### config.mk
export PLATFORM = sky130hd
export DESIGN_NAME = fetch_stage
export DESIGN_NICKNAME = d
export VERILOG_FILES = /design/src/rtl/fetch_stage.sv
export SDC_FILE = /design/constraint.sdc
export NUM_CORES = 1
export LEC_CHECK = 0
export ABC_CLOCK_PERIOD_IN_PS = 11900
export CAP_MARGIN = 20
export CORE_ASPECT_RATIO = 1.5
export CORE_MARGIN = 1.5
export CORE_UTILIZATION = 50
export DETAILED_ROUTE_END_ITERATION = 10
export PLACE_DENSITY = 0.81
export SKIP_LAST_GASP = 1
export SLEW_MARGIN = 20
export SYNTH_ARGS = -nofsm -noshare
export SYNTH_HDL_FRONTEND = slang
export SYNTH_SLANG_ARGS = --single-unit
### constraint.sdc
create_clock -name clk -period 11.9 [get_ports clk]
set_input_delay 1.785 -clock clk [delete_from_list [all_inputs] [get_ports clk]]
set_output_delay 1.785 -clock clk [all_outputs]
set_load 0.05 [all_outputs]
### src/rtl/fetch_stage.sv
// Fetch front end: PC register, combinational imem address, small in-order queue to decode.
// Optional misaligned-redirect trap enabled by FETCH_MISALIGN_TRAP_EN.
module fetch_stage #(
    parameter logic [31:0] RESET_PC = 32'h0000_0000,
    parameter int          QDEPTH   = 2
) (
    input  logic        clk,
    input  logic        rst,
    output logic [31:0] imem_addr,
    input  logic [31:0] imem_rdata,
    input  logic        redirect_valid,
    input  logic [31:0] redirect_pc,
    output logic        out_valid,
    input  logic        out_ready,
    output logic [31:0] out_instr,
    output logic [31:0] out_pc,
    output logic        misalign_err
);

    localparam int AW = $clog2(QDEPTH);
    localparam logic [AW:0] FULL_CNT = (AW+1)'(QDEPTH);

    logic [31:0]   pc;
    logic [31:0]   q_pc    [QDEPTH];
    logic [31:0]   q_instr [QDEPTH];
    logic [AW-1:0] rd_ptr;
    logic [AW-1:0] wr_ptr;
    logic [AW:0]   count;
    logic          deq;
    logic          full;
    logic          fetch_en;
    logic [31:0]   target;

    assign target    = {redirect_pc[31:2], 2'b00};
    assign imem_addr = pc;
    assign out_valid = (count != '0);
    assign out_instr = q_instr[rd_ptr];
    assign out_pc    = q_pc[rd_ptr];
    assign deq       = out_valid && out_ready;
    assign full      = (count == FULL_CNT);
    assign fetch_en  = !redirect_valid && !misalign_err && (!full || deq);

`ifdef FETCH_MISALIGN_TRAP_EN
    // Sticky until an aligned redirect or reset.
    always_ff @(posedge clk or posedge rst) begin
        if (rst)
            misalign_err <= 1'b0;
        else if (redirect_valid)
            misalign_err <= |redirect_pc[1:0];
    end
`else
    logic unused_low_bits;
    assign unused_low_bits = ^redirect_pc[1:0];
    assign misalign_err    = 1'b0;
`endif

    always_ff @(posedge clk or posedge rst) begin
        if (rst) begin
            pc     <= RESET_PC;
            rd_ptr <= '0;
            wr_ptr <= '0;
            count  <= '0;
        end else if (redirect_valid) begin
            pc     <= target;
            rd_ptr <= '0;
            wr_ptr <= '0;
            count  <= '0;
        end else begin
            if (fetch_en) begin
                pc     <= pc + 32'd4;
                wr_ptr <= wr_ptr + 1'b1;
            end
            if (deq)
                rd_ptr <= rd_ptr + 1'b1;
            case ({fetch_en, deq})
                2'b10:   count <= count + 1'b1;
                2'b01:   count <= count - 1'b1;
                default: count <= count;
            endcase
        end
    end

    // Payload storage needs no reset; the pointers define what is live.
    always_ff @(posedge clk) begin
        if (fetch_en && !rst) begin
            q_pc[wr_ptr]    <= pc;
            q_instr[wr_ptr] <= imem_rdata;
        end
    end

endmodule

Word-level counts from Yosys, hierarchy flattened
Memory sizes are Yosys's and may differ from the RTL's.
Index checks and enable logic that the tools add are counted.
Widths: inputs -> output; s select.
- add/subtract/negate cells: 5
- equality and inequality tests: 3
- muxes and demuxes: 10
- reduce and logical (&&, ||, !) cells: 11
- operators with widths (operator ; count):
    $mux 32 ; 2
    $add 32x3->32 const B ; 1
    $mux 1 ; 6
    $reduce_bool 2->1 ; 3
    $eq 2x2->1 const B ; 2
    $pmux 2 s2 ; 1
    $logic_and 1x1->1 ; 3
    $logic_not 1->1 ; 3
    $reduce_bool 3->1 ; 1
    $add 1x1->1 const B ; 2
    $add 2x1->2 const B ; 1
    $eq 2x1->1 const B ; 1
    $mux 2 ; 1
    $sub 2x1->2 const B ; 1
    $logic_or 1x1->1 ; 1
- flip-flop bits (word level): 36
- RAM bits: 128
- input port bits: 68
- output and inout port bits: 98
- logic and storage cells: 35
- memories: 2
- memories (memory ; depth ; width ; read ports ; clocked after memory_dff ; wr ports ; RTL line ; source):
    q_instr ; 2 ; 32 ; 1 ; 0 ; 1 ; 25 ; logic [31:0] q_instr [QDEPTH];
    q_pc ; 2 ; 32 ; 1 ; 0 ; 1 ; 24 ; logic [31:0] q_pc [QDEPTH];

Depth between registers and ports, before layout
- word-level depth: 7
- gate-level depth with buffers: 6
- depth with buffers taken out: 5

Least setup slack after synthesis
Ideal clock, no wire load.
- kind: in2reg
- start: input port redirect_valid
- end: memory q_instr[0][0] (enable)
- library setup time: 0.642 ns
- arrival: 7.937 ns
- required time: 11.258 ns
- setup slack: 3.321 ns
- stages on the path: 2
- path buffers: 1
- cell sequence: clkbuf_1 > nor4_1
- word-level cells in the longest chain between the ends: 5
- RTL lines (element ; RTL line ; source):
    start: declaration ; 11 ; input logic redirect_valid,
    $logic_not 1->1 ; 41 ; assign fetch_en = !redirect_valid && !misalign_err && (!full || deq);
    $logic_and 1x1->1 ; 41 ;
    $logic_and 1x1->1 ; 85 ; if (fetch_en && !rst) begin
    $mux 1 ; 85 ;
    $mux 1 (implied by the code) ; 87 ; q_instr[wr_ptr] <= imem_rdata;
    end: declaration ; 25 ;
No other way between the ends.

Worst setup path after layout
- start: register rd_ptr
- end: output port out_pc[14]
- word-level cells in the longest chain between the ends: 1
- RTL lines (element ; RTL line ; source):
    start: declaration ; 26 ; logic [AW-1:0] rd_ptr;
    start signal: assignment ; 74 ; rd_ptr <= rd_ptr + 1'b1;
    $mem_v2 2x32 ; n/a ;
    end: declaration ; 16 ; output logic [31:0] out_pc,
No other way between the ends.

==> summary.md <==
| Metric | Value |
|---|---|
| Clock skew after layout | 0.007036 ns |
| Top cell types by occurrence after synthesis | 124 x edfxtp_1, 62 x mux2_2, 34 x dfrtp_1 |
| Hold Fails Final Rpt | 0 |
| Cell with the most instances after synthesis | edfxtp_1 |
| Headroom to the max-slew limit | 0.3630 |
| Hold-fix buffers at CTS | 0 |
| Core area | 12890 sq um |
| Max_cap viols | 0 |
| I/O Pins | 166 |
| Number of iterations in the first detailed-routing pass | 5 |
| Post-DP HPWL | 9837 um |
| Final-report setup violation count | 0 |
| Syn_area_per_cell | 14.91 sq um |
| Count of synthesis-stage warnings from yosys | 0 |
| Total Neg Setup Slack | 0 ns |
| Crit path max-delay family | buffers and inverters |
| Async SR Flop Fraction | 0.2152 |
| Crit path kind | register to primary output |
| Horizontal extent of the die | 96.62 um |
| Antenna violations before repair | 0 |
| First-pass GRT wire length | 22830 um |
| RSZ-0062 raised after global routing | no |
| Arrival time reported for the critical path endpoint | 2.80 ns |
| Worst-skew pair later-pin latency | 0.42 ns |
| Worst path buffer plus inverter count | 2 |
| Crit path max fanout | 47 |
| Setup Fix Bufs, Post-CTS | 0 |
| Post-synthesis to final-layout area growth | 34.94% |
| Vias in the first global route | 4367 |
| Worst Tran Pin Value | 0.9534 ns |
| Power density cells | 169.3 nW/um^2 |
| Fin. max-slew vios | 0 |
| Number of port buffers | 158 |
| Classification of the worst-slack hold path | register to register |
| Register bit count reported by yosys | 158 |
| Final GP Congestion | 0.8309 |
| Capturing element type of the critical path | primary output |
| Post-Synthesis Cells | 441 |
| Number of vias after detailed routing | 4362 |
| Clock Sink Count | 158 |
| Total inserted antenna cells | 0 |
| Top-area cell type share of the netlist area | 0.5664 |
| TritonCTS buffer count | 17 |
| Row cnt | 51 |
| Summed instance area of the synthesized netlist | 6574 sq um |
| Static Leakage | 3.076 nW |
| CTS max path bufs | 2 |
| Type of origin of the critical path | register |
| Routed Wire Length | 14590 um |
| H-Tree Level Count | 4 |
| Part of the Yosys area used for sequential elements | 0.6959 |
| Slowest stage cell, crit path | clkdlybuf4s50_1 |
| Number of nets with antenna violations after detailed routing | 0 |
| Distinct cell type count of the synthesized netlist | 44 |
| Total DRC errors in the routed layout | 0 |
| Fin crit share | 0.3849 |
| Clock tree from TritonCTS | yes |
| List of cells traversed by the critical path | buf_4, mux2_2, clkdlybuf4s50_1 |
| Core occupancy in the finished layout | 0.6882 |
| Clock transition at the register clock pins on the worst setup and hold paths after CTS | 0.06 ns |
| Pin count of the biggest net entering global routing | 63 |
| Achievable Freq | 218.3 MHz |
| Overall die area | 13860 sq um |
| Power, Total | 1.502 mW |
| Status | complete, no violations |
| Routed length per instance | 18.88 um |
| Fraction of layout cells with a size suffix above 1 | 0.1792 |
| Cell type with the highest aggregate area in the netlist | edfxtp_1 |
| Die span in y | 143.4 um |
| Required @ worst endpoint | 10.12 ns |
| Post-synth EDFFs | 124 |
| Delay contributed by the slowest stage of the critical path | 0.73 ns |
| Average vias per placed instance | 5.643 |
| Most used flip-flop cell after synthesis | edfxtp_1 |
| Synth area leaders | edfxtp_1 57%, dfrtp_1 13%, mux2_2 11% |
| Number of nets in the layout | 671 |
| Starting density of the core | 0.5100 |
| Clock Tree Root | clkbuf_16 |
| Peak VDD IR | 0.09238 mV |
| Total track usage | 0.2152 |
| Drt initial violations | 253 |
| Final critical delay including setup and external delays | 4.581 ns |
| Congestion Overflow GR | 0 |
| Post-CTS Resized | 0 |
==> state kept, by name, summed over array words and instances, names as in the netlist <==
signal and cells:
imem_addr 30, rd_ptr 1, q_instr 64, q_pc 60
wr_ptr 1, count 2
==> cells in the final DEF (no fill, tap or decap), types with 2 or more instances in the layout <==
| master | count |
|---|---|
| clkdlybuf4s50_1 | 158 |
| edfxtp_1 | 124 |
| mux2_2 | 62 |
| dfrtp_1 | 33 |
| nand2_1 | 26 |
| nor2_1 | 24 |
| a31oi_1 | 18 |
| clkbuf_16 | 17 |
| nand4_1 | 13 |
| nand3_1 | 13 |
| or4_1 | 12 |
| o21ai_0 | 11 |
| inv_1 | 8 |
| o31ai_1 | 8 |
| xnor2_1 | 7 |
| inv_6 | 6 |
| buf_4 | 6 |
| a31o_1 | 5 |
| conb_1 | 5 |
| and4_1 | 4 |
| nor3_1 | 4 |
| xor2_1 | 4 |
| and4_2 | 3 |
| o41ai_1 | 3 |
| nand4b_1 | 3 |
| and3_1 | 3 |
| or3_1 | 3 |
| nand4_2 | 2 |
| and2_1 | 2 |
| o211ai_1 | 2 |
| nor2b_1 | 2 |
| nor4_1 | 2 |
| clkinv_4 | 2 |
| clkinvlp_4 | 2 |
| inv_8 | 2 |
==> area by class of cell <==
| type | instances | area [sq um] |
|---|---|---|
| Timing Repair Buffer | 164 | 1627 |
| Inverter | 8 | 30.03 |
| Tap cell | 159 | 198.9 |
| Clock inverter | 14 | 153.9 |
| Sequential cell | 158 | 4576 |
| Clock buffer | 17 | 425.4 |
| Fill cell | 863 | 4019 |
| Multi-Input combinational cell | 253 | 1861 |
==> layer usage <==
metal | part of all wire | track usage | vias up
met2 | 0.53 | 0.3813 | 192
met1 | 0.39 | 0.2441 | 2129
met4 | 0.017 | 0.09230 | 0
li1 | - | - | 2026
met5 | 0 | 0 | -
met3 | 0.063 | 0.05982 | 15
==> cell families (layout without fill, tap and decap cells) <==
family | after synthesis | count (layout) | share of synthesized area
XOR/XNOR | 11 | 11 | 0.01466
other | 1 | 5 | 0.0005704
flip-flops | 158 | 158 | 0.6959
AO/OA/AOI/OAI | 50 | 50 | 0.05025
AND/OR/NAND/NOR | 123 | 123 | 0.1045
multiplexers | 63 | 63 | 0.1077
adder cells (fa/ha/maj) | 1 | 1 | 0.001903
buffers and inverters | 34 | 203 | 0.02455
==> worst register-to-register path, cell delays in order, from the launching register on <==
cell,delay (ns)
dfrtp_1,0.41
or3b_1,0.53
and4_2,0.65
buf_4,0.59
==> stage by stage <==
step	hold WS [ns]	cell area, sq um	instances	setup slack, ns
2_1_floorplan	0.5255	6589	445	3.321
6_report	0.5239	8871	773	7.319
4_1_cts	0.5278	8871	773	7.294
3_3_place_gp	0.4831	8292	742	7.499
3_5_place_dp	0.5147	8292	742	7.425
5_1_grt	0.5503	8871	773	7.190
==> worst paths after layout <==
path | slack [ns] | to | depth (start not counted) | startpoint
max in group asynchronous | 9.71 | rd_ptr | 3 | rst
min in group asynchronous | 1.85 | wr_ptr | 3 | rst
hold / removal | 0.52 | q_pc[1][31] | 0 | imem_addr[31]
setup reg to reg | 9.32 | q_pc[1][8] | 3 | count[1]
hold reg to reg | 0.52 | q_pc[1][31] | 0 | imem_addr[31]
setup / recovery | 7.32 | out_pc[14] | 3 | rd_ptr
==> report_power, final <==
group	switching [mW]	internal, mW	total (mW)
clock network	0.225	0.296	0.521
registers	0.0313	0.633	0.664
logic	0.199	0.118	0.317
total	0.456	1.05	1.50
No activity file was read; power rests on OpenSTA's default activity.
